**config.mk**
```make
export PLATFORM = sky130hd
export DESIGN_NAME = maze_memory
export DESIGN_NICKNAME = d
export VERILOG_FILES = /design/src/rtl/maze_pkg.sv /design/src/rtl/maze_memory.sv
export SDC_FILE = /design/constraint.sdc
export NUM_CORES = 1
export LEC_CHECK = 0
export BUFFER_PORTS_ARGS = -buffer_cell sky130_fd_sc_hd__buf_2
export CAP_MARGIN = 20
export CELL_PAD_IN_SITES_DETAIL_PLACEMENT = 1
export CELL_PAD_IN_SITES_GLOBAL_PLACEMENT = 1
export CORE_ASPECT_RATIO = 1.25
export CORE_UTILIZATION = 40
export CTS_CLUSTER_SIZE = 14
export DETAILED_ROUTE_END_ITERATION = 10
export PLACE_DENSITY_LB_ADDON = 0.1
export REMOVE_ABC_BUFFERS = 1
export SYNTH_ARGS = -nofsm -noshare
export SYNTH_HDL_FRONTEND = slang
export SYNTH_SLANG_ARGS = --single-unit
```
**constraint.sdc**
```tcl
create_clock -name clk -period 3.23 [get_ports clk]
set_input_delay 0.323 -clock clk [delete_from_list [all_inputs] [get_ports clk]]
set_output_delay 0.323 -clock clk [all_outputs]
set_load 0.05 [all_outputs]
```
**src/rtl/maze_pkg.sv**
```systemverilog
// +--------------------------------------------------------------------------+
// | maze_pkg : geometry and default image for the 16x16 maze bit-map          |
// | Revision : 1.0                                                            |
// +--------------------------------------------------------------------------+
`default_nettype none

package maze_pkg;

  localparam int MAZE_W  = 16;
  localparam int MAZE_H  = 16;
  localparam int MAZE_AW = 4;

  typedef logic [MAZE_W-1:0] maze_row_t;

  // Bit X of word Y is cell (X,Y); start (0,0) and goal (15,15) are open.
  localparam maze_row_t MAZE_INIT [MAZE_H] = '{
    16'h00FE, 16'hEF02, 16'h2A6A, 16'h8A32,
    16'hBBEE, 16'h0820, 16'hEEBB, 16'h2081,
    16'hBB6D, 16'h0A50, 16'hDDB5, 16'h4104,
    16'h5F77, 16'h1005, 16'hF7F4, 16'h0010
  };

endpackage

`default_nettype wire

```
**src/rtl/maze_memory.sv**
```systemverilog
// +--------------------------------------------------------------------------+
// | maze_memory : single-port 16x16 wall/open bit-map with registered read    |
// | Option      : MAZE_MEMORY_BYPASS_EN selects write-first on RD+WR          |
// | Revision    : 1.0                                                         |
// +--------------------------------------------------------------------------+
`default_nettype none

module maze_memory
  import maze_pkg::*;
(
  input  logic               clk,
  input  logic               rst,
  input  logic [MAZE_AW-1:0] X,
  input  logic [MAZE_AW-1:0] Y,
  input  logic               D_in,
  input  logic               RD,
  input  logic               WR,
  output logic               D_out
);

  maze_row_t mem_q [MAZE_H];
  maze_row_t mem_d [MAZE_H];
  logic      d_out_q;
  logic      d_out_d;
  logic      rd_bit;

  always_comb begin
    mem_d   = mem_q;
    d_out_d = d_out_q;
    rd_bit  = mem_q[Y][X];

    if (WR) begin
      mem_d[Y][X] = D_in;
    end

    if (RD) begin
`ifdef MAZE_MEMORY_BYPASS_EN
      d_out_d = WR ? D_in : rd_bit;
`else
      d_out_d = rd_bit;
`endif
    end

    // Reset overrides any access sampled on the same edge.
    if (rst) begin
      mem_d   = MAZE_INIT;
      d_out_d = 1'b0;
    end
  end

  always_ff @(posedge clk) begin
    mem_q   <= mem_d;
    d_out_q <= d_out_d;
  end

  assign D_out = d_out_q;

endmodule

`default_nettype wire

```
* After elaboration in Yosys (flattened, before gate mapping)
Index checks and enable logic that the tools add are counted.
** Word-level totals
- Output and inout bits :: 1
- Bits of input ports :: 13
- Bits in registers :: 257
** Cells by class
- Magnitude comparators :: 4
- Multiplexer cells :: 10
- Bitwise logic cells :: 1
- Reduce and logical (&&, ||, !) cells :: 2
** Operators by type and width (number)
- 256-bit bitwise mux :: 1
- 16-bit binary-select mux with 4-bit select :: 1
- 16-bit demux with 4-bit select :: 1
- 16-bit 2-to-1 mux :: 3
- 5-bit >= comparator (second input constant) :: 1
- 4-bit by 5-bit less-than comparator with 1-bit output (second input constant) :: 1
- 5-bit by 1-bit less-than comparator with 1-bit output (second input constant) :: 1
- 4-bit NOT with 5-bit output :: 1
- 1-bit binary-select mux with 4-bit select :: 1
- 1-bit demux with 4-bit select :: 1
- 4-bit by 1-bit >= comparator with 1-bit output (second input constant) :: 1
- 1-bit logical AND :: 2
- 1-bit 2-to-1 mux :: 2

* Longest topological paths before layout
- Depth after elaboration :: 7
- Gate-level depth with buffers :: 11

* Least setup slack after synthesis
No wires, ideal clock.
- Kind :: input to register
- Start :: input Y[0]
- End :: register d_out_q, in the netlist D_out
- Cell stages on the path :: 9
- Path buffers :: 2
- Setup time :: 0.124 ns
- Data arrival time :: 2.008 ns
- Setup slack :: 1.098 ns
- Path through :: buf_6 > buf_8 > mux4_2 > mux2_4 > a22oi_2 > nand3_1 > a311oi_1 > o41ai_1 > o2bb2ai_1
** Between the ends
- Longest elaborated chain between the ends :: 6
** RTL lines
- start: declaration :: RTL line maze_memory.sv:14 : input logic [MAZE_AW-1:0] Y,
- 4-bit NOT with 5-bit output (implied by the code) :: RTL line maze_memory.sv:30 : rd_bit = mem_q[Y][X];
- 16-bit binary-select mux with 4-bit select :: RTL line maze_memory.sv:30
- 16-bit 2-to-1 mux (implied by the code) (2 in a row) :: RTL line maze_memory.sv:30
- 1-bit binary-select mux with 4-bit select :: RTL line maze_memory.sv:30
- 1-bit 2-to-1 mux (implied by the code) :: RTL line maze_memory.sv:30
- end signal: assignment :: RTL line maze_memory.sv:53 : d_out_q <= d_out_d;
- end: declaration :: RTL line maze_memory.sv:23 : logic d_out_q;
No other way between the ends. The select of a mux whose other input is x is not followed.
A chain may end at the register's enable or synchronous reset.

* Worst setup path after layout
- Start :: input Y[1]
- End :: register mem_q[63] in the netlist's numbering
** Between the ends
- Longest elaborated chain between the ends :: 6
** RTL lines
- 4-bit NOT with 5-bit output (implied by the code) * :: RTL line maze_memory.sv:33 : mem_d[Y][X] = D_in;
- 5-bit >= comparator (implied by the code) / 5-bit by 1-bit less-than comparator with 1-bit output (equally long branches) :: RTL line maze_memory.sv:33
- 1-bit logical AND (implied by the code) :: RTL line maze_memory.sv:33
- 16-bit 2-to-1 mux (implied by the code) :: RTL line maze_memory.sv:33
- 16-bit demux with 4-bit select * :: RTL line maze_memory.sv:33
- 256-bit bitwise mux * :: RTL line maze_memory.sv:33
- end signal: assignment :: RTL line maze_memory.sv:52 : mem_q <= mem_d;
- end: declaration :: RTL line maze_memory.sv:21 : maze_row_t mem_q [MAZE_H];
Mark *: on every way between the ends. The rest lies on a longest branch, timed or not.

==> run_summary.xml <==
<?xml version="1.0" encoding="UTF-8"?>
<metrics>
  <group name="drt">
    <metric name="post_drt_via_cell_ratio" unit="">6.442</metric>
    <metric name="met2_length" unit="mm">24.15</metric>
    <metric name="dr_total_vias" unit="">11860</metric>
    <metric name="first_pass_iters" unit="">6</metric>
    <metric name="route.met3.wl" unit="mm">2.755</metric>
    <metric name="dr.max_layer_used" unit="">met4</metric>
    <metric name="routed_wirelength" unit="mm">50.32</metric>
    <metric name="wl_per_cell" unit="µm">27.33</metric>
    <metric name="drt.antenna.violating_nets" unit="">0</metric>
    <metric name="detail_route.wirelength.met1" unit="mm">21.15</metric>
    <metric name="violation_count_after_the_first_detailed_routing_iteration" unit="">994</metric>
    <metric name="drcViolationCount" unit="">0</metric>
  </group>
  <group name="layout">
    <metric name="syn2layout_area_growth" unit="%">12.58</metric>
    <metric name="final_core_util" unit="">0.4566</metric>
    <metric name="antenna_cells" unit="">0</metric>
    <metric name="finish.instance_area" unit="µm²">14070</metric>
    <metric name="leading_cell_types_in_the_layout_fill_and_taps_excluded" unit="">sky130_fd_sc_hd__nand3_1 (270), sky130_fd_sc_hd__o21ai_0 (260), sky130_fd_sc_hd__dfxtp_1 (257)</metric>
    <metric name="final_layout_size_suffix_gt1_frac" unit="">0.1402</metric>
    <metric name="finish.net_count" unit="">1428</metric>
    <metric name="mostFrequentLayoutCell" unit="">sky130_fd_sc_hd__nand3_1</metric>
  </group>
  <group name="die">
    <metric name="std_cell_rows" unit="">72</metric>
    <metric name="core-area" unit="µm²">30810</metric>
    <metric name="die_area" unit="µm²">31950</metric>
    <metric name="die_width" unit="µm">160.1</metric>
    <metric name="io-pin-count" unit="">14</metric>
    <metric name="start_util" unit="">0.4056</metric>
    <metric name="floorplan.die.height" unit="µm">199.6</metric>
  </group>
  <group name="setup_path">
    <metric name="timing.critical_path.from_type" unit="">primary input</metric>
    <metric name="critical_path.max_fanout" unit="">25</metric>
    <metric name="worst_setup_path_end_kind" unit="">flop</metric>
    <metric name="r2r.worst_path.cells" unit="">7</metric>
    <metric name="timing.critical_path.arrival" unit="ps">2960</metric>
    <metric name="critPathKind" unit="">primary input to flop</metric>
    <metric name="critical_path_required" unit="ps">3730</metric>
  </group>
  <group name="yosys">
    <metric name="muxShareOfSynthArea" unit="">0.1183</metric>
    <metric name="postSynthCellCount" unit="">1444</metric>
    <metric name="post_synth.cell_area_avg" unit="µm²">8.654</metric>
    <metric name="synthFlopType" unit="">sky130_fd_sc_hd__dfxtp_1</metric>
    <metric name="yosys.area_share.adder" unit="">0</metric>
    <metric name="synth-async-reset-ratio" unit="">0</metric>
    <metric name="dominant_combinational_cell_family_by_area_after_synthesis" unit="">simple AND/OR/NAND/NOR gates</metric>
    <metric name="synth.yosys.seq_area_share" unit="">0.4117</metric>
    <metric name="yosys_warnings" unit="">0</metric>
    <metric name="synth-compound-area-share" unit="">0.1914</metric>
    <metric name="synthSimpleGateAreaFrac" unit="">0.2233</metric>
    <metric name="ys_seq_elements" unit="">257</metric>
    <metric name="post_synth_num_cell_types" unit="">47</metric>
    <metric name="synth-xor-area-share" unit="">0</metric>
    <metric name="synth-edff-count" unit="">0</metric>
    <metric name="mappedNetlistArea" unit="µm²">12500</metric>
  </group>
  <group name="pwr">
    <metric name="switching_power" unit="mW">1.818</metric>
    <metric name="cellInternalPower" unit="mW">5.328</metric>
    <metric name="power.clock.fraction" unit="">0.468</metric>
    <metric name="cellPowerDensity" unit="nW/µm²">508.0</metric>
    <metric name="ir_worst_vdd" unit="µV">322.6</metric>
    <metric name="switching_part_of_the_total" unit="">0.2545</metric>
    <metric name="power.sequential.fraction" unit="">0.445</metric>
    <metric name="logic_gate_share_of_total_power" unit="">0.087</metric>
    <metric name="p_leak" unit="nW">4.401</metric>
  </group>
  <group name="cts">
    <metric name="clkTransAtPathRegs" unit="ps">60</metric>
    <metric name="clock_latency" unit="ps">570</metric>
    <metric name="ctsHoldBuffers" unit="">0</metric>
    <metric name="post_cts.repair.setup_buffers" unit="">0</metric>
    <metric name="cts_buffers" unit="">29</metric>
    <metric name="cts.sinks" unit="">257</metric>
    <metric name="post_cts.resized_instances" unit="">0</metric>
    <metric name="htree_levels" unit="">1</metric>
    <metric name="cts_buffer_depth" unit="">3</metric>
    <metric name="cts_root_buf" unit="">sky130_fd_sc_hd__clkbuf_16</metric>
    <metric name="tritoncts" unit="">yes</metric>
  </group>
  <group name="timing">
    <metric name="rsz_0062_raised_after_global_routing" unit="">false</metric>
    <metric name="hold_violation_total_from_the_final_report" unit="">0</metric>
    <metric name="finalCritPeriodShare" unit="">0.7621</metric>
    <metric name="timing_max_transition_violations_final" unit="">0</metric>
    <metric name="max_slew.worst_pin.slew" unit="ps">1009</metric>
    <metric name="setup_viol_count_final" unit="">0</metric>
    <metric name="setup-tns-final" unit="ps">0</metric>
    <metric name="timing.final.crit_period" unit="ps">2462</metric>
    <metric name="max_clock_freq" unit="MHz">406.2</metric>
    <metric name="slew_limit_headroom" unit="">0.3275</metric>
    <metric name="finalClockSkew" unit="ps">10.97</metric>
  </group>
  <group name="global_routing">
    <metric name="gr-usage-all-layers" unit="">0.3167</metric>
    <metric name="grt_pass1_wl" unit="mm">76.75</metric>
    <metric name="largest_net_degree_at_the_start_of_global_routing" unit="">101</metric>
    <metric name="grt_antenna_before_repair" unit="">0</metric>
    <metric name="grt_pass1_vias" unit="">12210</metric>
    <metric name="overflow" unit="">0</metric>
  </group>
  <group name="run_status">
    <metric name="status" unit="">finished clean</metric>
  </group>
  <group name="placement">
    <metric name="dpl-instance-area" unit="µm²">13130</metric>
    <metric name="place_congestion" unit="">0.8231</metric>
    <metric name="dp_hpwl" unit="mm">31.63</metric>
    <metric name="io_buffers" unit="">13</metric>
  </group>
  <group name="flow_run">
    <metric name="max_cap_violations" unit="">0</metric>
  </group>
  <group name="min_path">
    <metric name="worstHoldPathType" unit="">primary input to flop</metric>
    <metric name="hold-path-cell-count" unit="">4</metric>
  </group>
</metrics>
-- per-stage QoR --
step | hold WS [ps] | power, mW | worst slack, ps | cells
2_1_floorplan | 392.1 | 3.488 | 1334 | 1286
3_3_place_gp | 456.9 | 3.862 | 321.7 | 1791
3_5_place_dp | 467.4 | 3.861 | 260.8 | 1791
4_1_cts | 188.6 | 7.162 | 845.2 | 1841
5_1_grt | 229.1 | 7.319 | 637.4 | 1841
6_report | 219.4 | 7.146 | 768.3 | 1841
-- critical path, cell delays in order --
cell,delay [ps]
sky130_fd_sc_hd__buf_2,330
sky130_fd_sc_hd__buf_4,440
sky130_fd_sc_hd__nand2b_1,550
sky130_fd_sc_hd__or3_1,870
sky130_fd_sc_hd__o21ai_0,240
sky130_fd_sc_hd__a21oi_1,180
-- state kept, by name, summed over array words and instances (netlist names) --
register  cells
mem_q       256
D_out         1
-- routing by layer --
layer | vias up | global-route usage
li1 | 5284 | -
met1 | 6097 | 0.3996
met2 | 354 | 0.5338
met3 | 124 | 0.04691
met4 | 0 | 0.1471
met5 | - | 0
-- cell families (layout without fill, tap and decap cells) --
kind of cell / Yosys count / in the layout
AOI/OAI and AO/OA: 452 / 452
and+or+nand+nor: 493 / 493
DFF: 257 / 257
buffers and inverters: 158 / 148
muxes: 84 / 84
-- area by class of cell --
type                       count  area, µm²
sequential                   257       5145
timing repair buffer          98      797.0
fill                        3628      16740
clock buffer                  45      855.8
tap                          407      509.2
multi-input combinational   1029       6683
clock inverter                 5      77.57
-- synthesized netlist by cell type, types with 3 or more instances --
master	count	area, µm²
sky130_fd_sc_hd__a211oi_1	3	22.52
sky130_fd_sc_hd__a21oi_1	148	740.7
sky130_fd_sc_hd__a22oi_1	19	142.6
sky130_fd_sc_hd__buf_1	3	11.26
sky130_fd_sc_hd__buf_2	21	105.1
sky130_fd_sc_hd__buf_4	8	60.06
sky130_fd_sc_hd__buf_6	4	45.04
sky130_fd_sc_hd__clkbuf_1	121	454.2
sky130_fd_sc_hd__dfxtp_1	257	5145
sky130_fd_sc_hd__mux2_2	7	78.83
sky130_fd_sc_hd__mux2i_1	28	280.3
sky130_fd_sc_hd__mux4_1	6	157.7
sky130_fd_sc_hd__mux4_2	42	945.9
sky130_fd_sc_hd__nand2_1	25	93.84
sky130_fd_sc_hd__nand2b_1	8	50.05
sky130_fd_sc_hd__nand3_1	270	1351
sky130_fd_sc_hd__nand3b_1	114	855.8
sky130_fd_sc_hd__nand4_1	5	31.28
sky130_fd_sc_hd__nor2_1	29	108.9
sky130_fd_sc_hd__nor2b_1	13	81.33
sky130_fd_sc_hd__nor3_1	6	30.03
sky130_fd_sc_hd__nor3_2	7	70.07
sky130_fd_sc_hd__o21ai_0	260	1301
sky130_fd_sc_hd__or3_1	7	43.79
-- power by group through the flow --
stage | Clock (mW) | Combinational (mW) | Sequential [mW]
global placement | 0 | 0.611 | 3.25
CTS | 3.37 | 0.611 | 3.18
finish | 3.35 | 0.618 | 3.18
global route | 3.49 | 0.647 | 3.18
floorplan | 0 | 0.234 | 3.25
detailed placement | 0 | 0.610 | 3.25
-- worst paths after layout --
check	startpoint	endpoint	slack [ps]
setup / recovery	Y[1]	mem_q[63]	770
hold / removal	RD	D_out	220
setup reg to reg	mem_q[179]	D_out	1010
hold reg to reg	mem_q[116]	mem_q[116]	470
(Power assumes the default switching activity.)
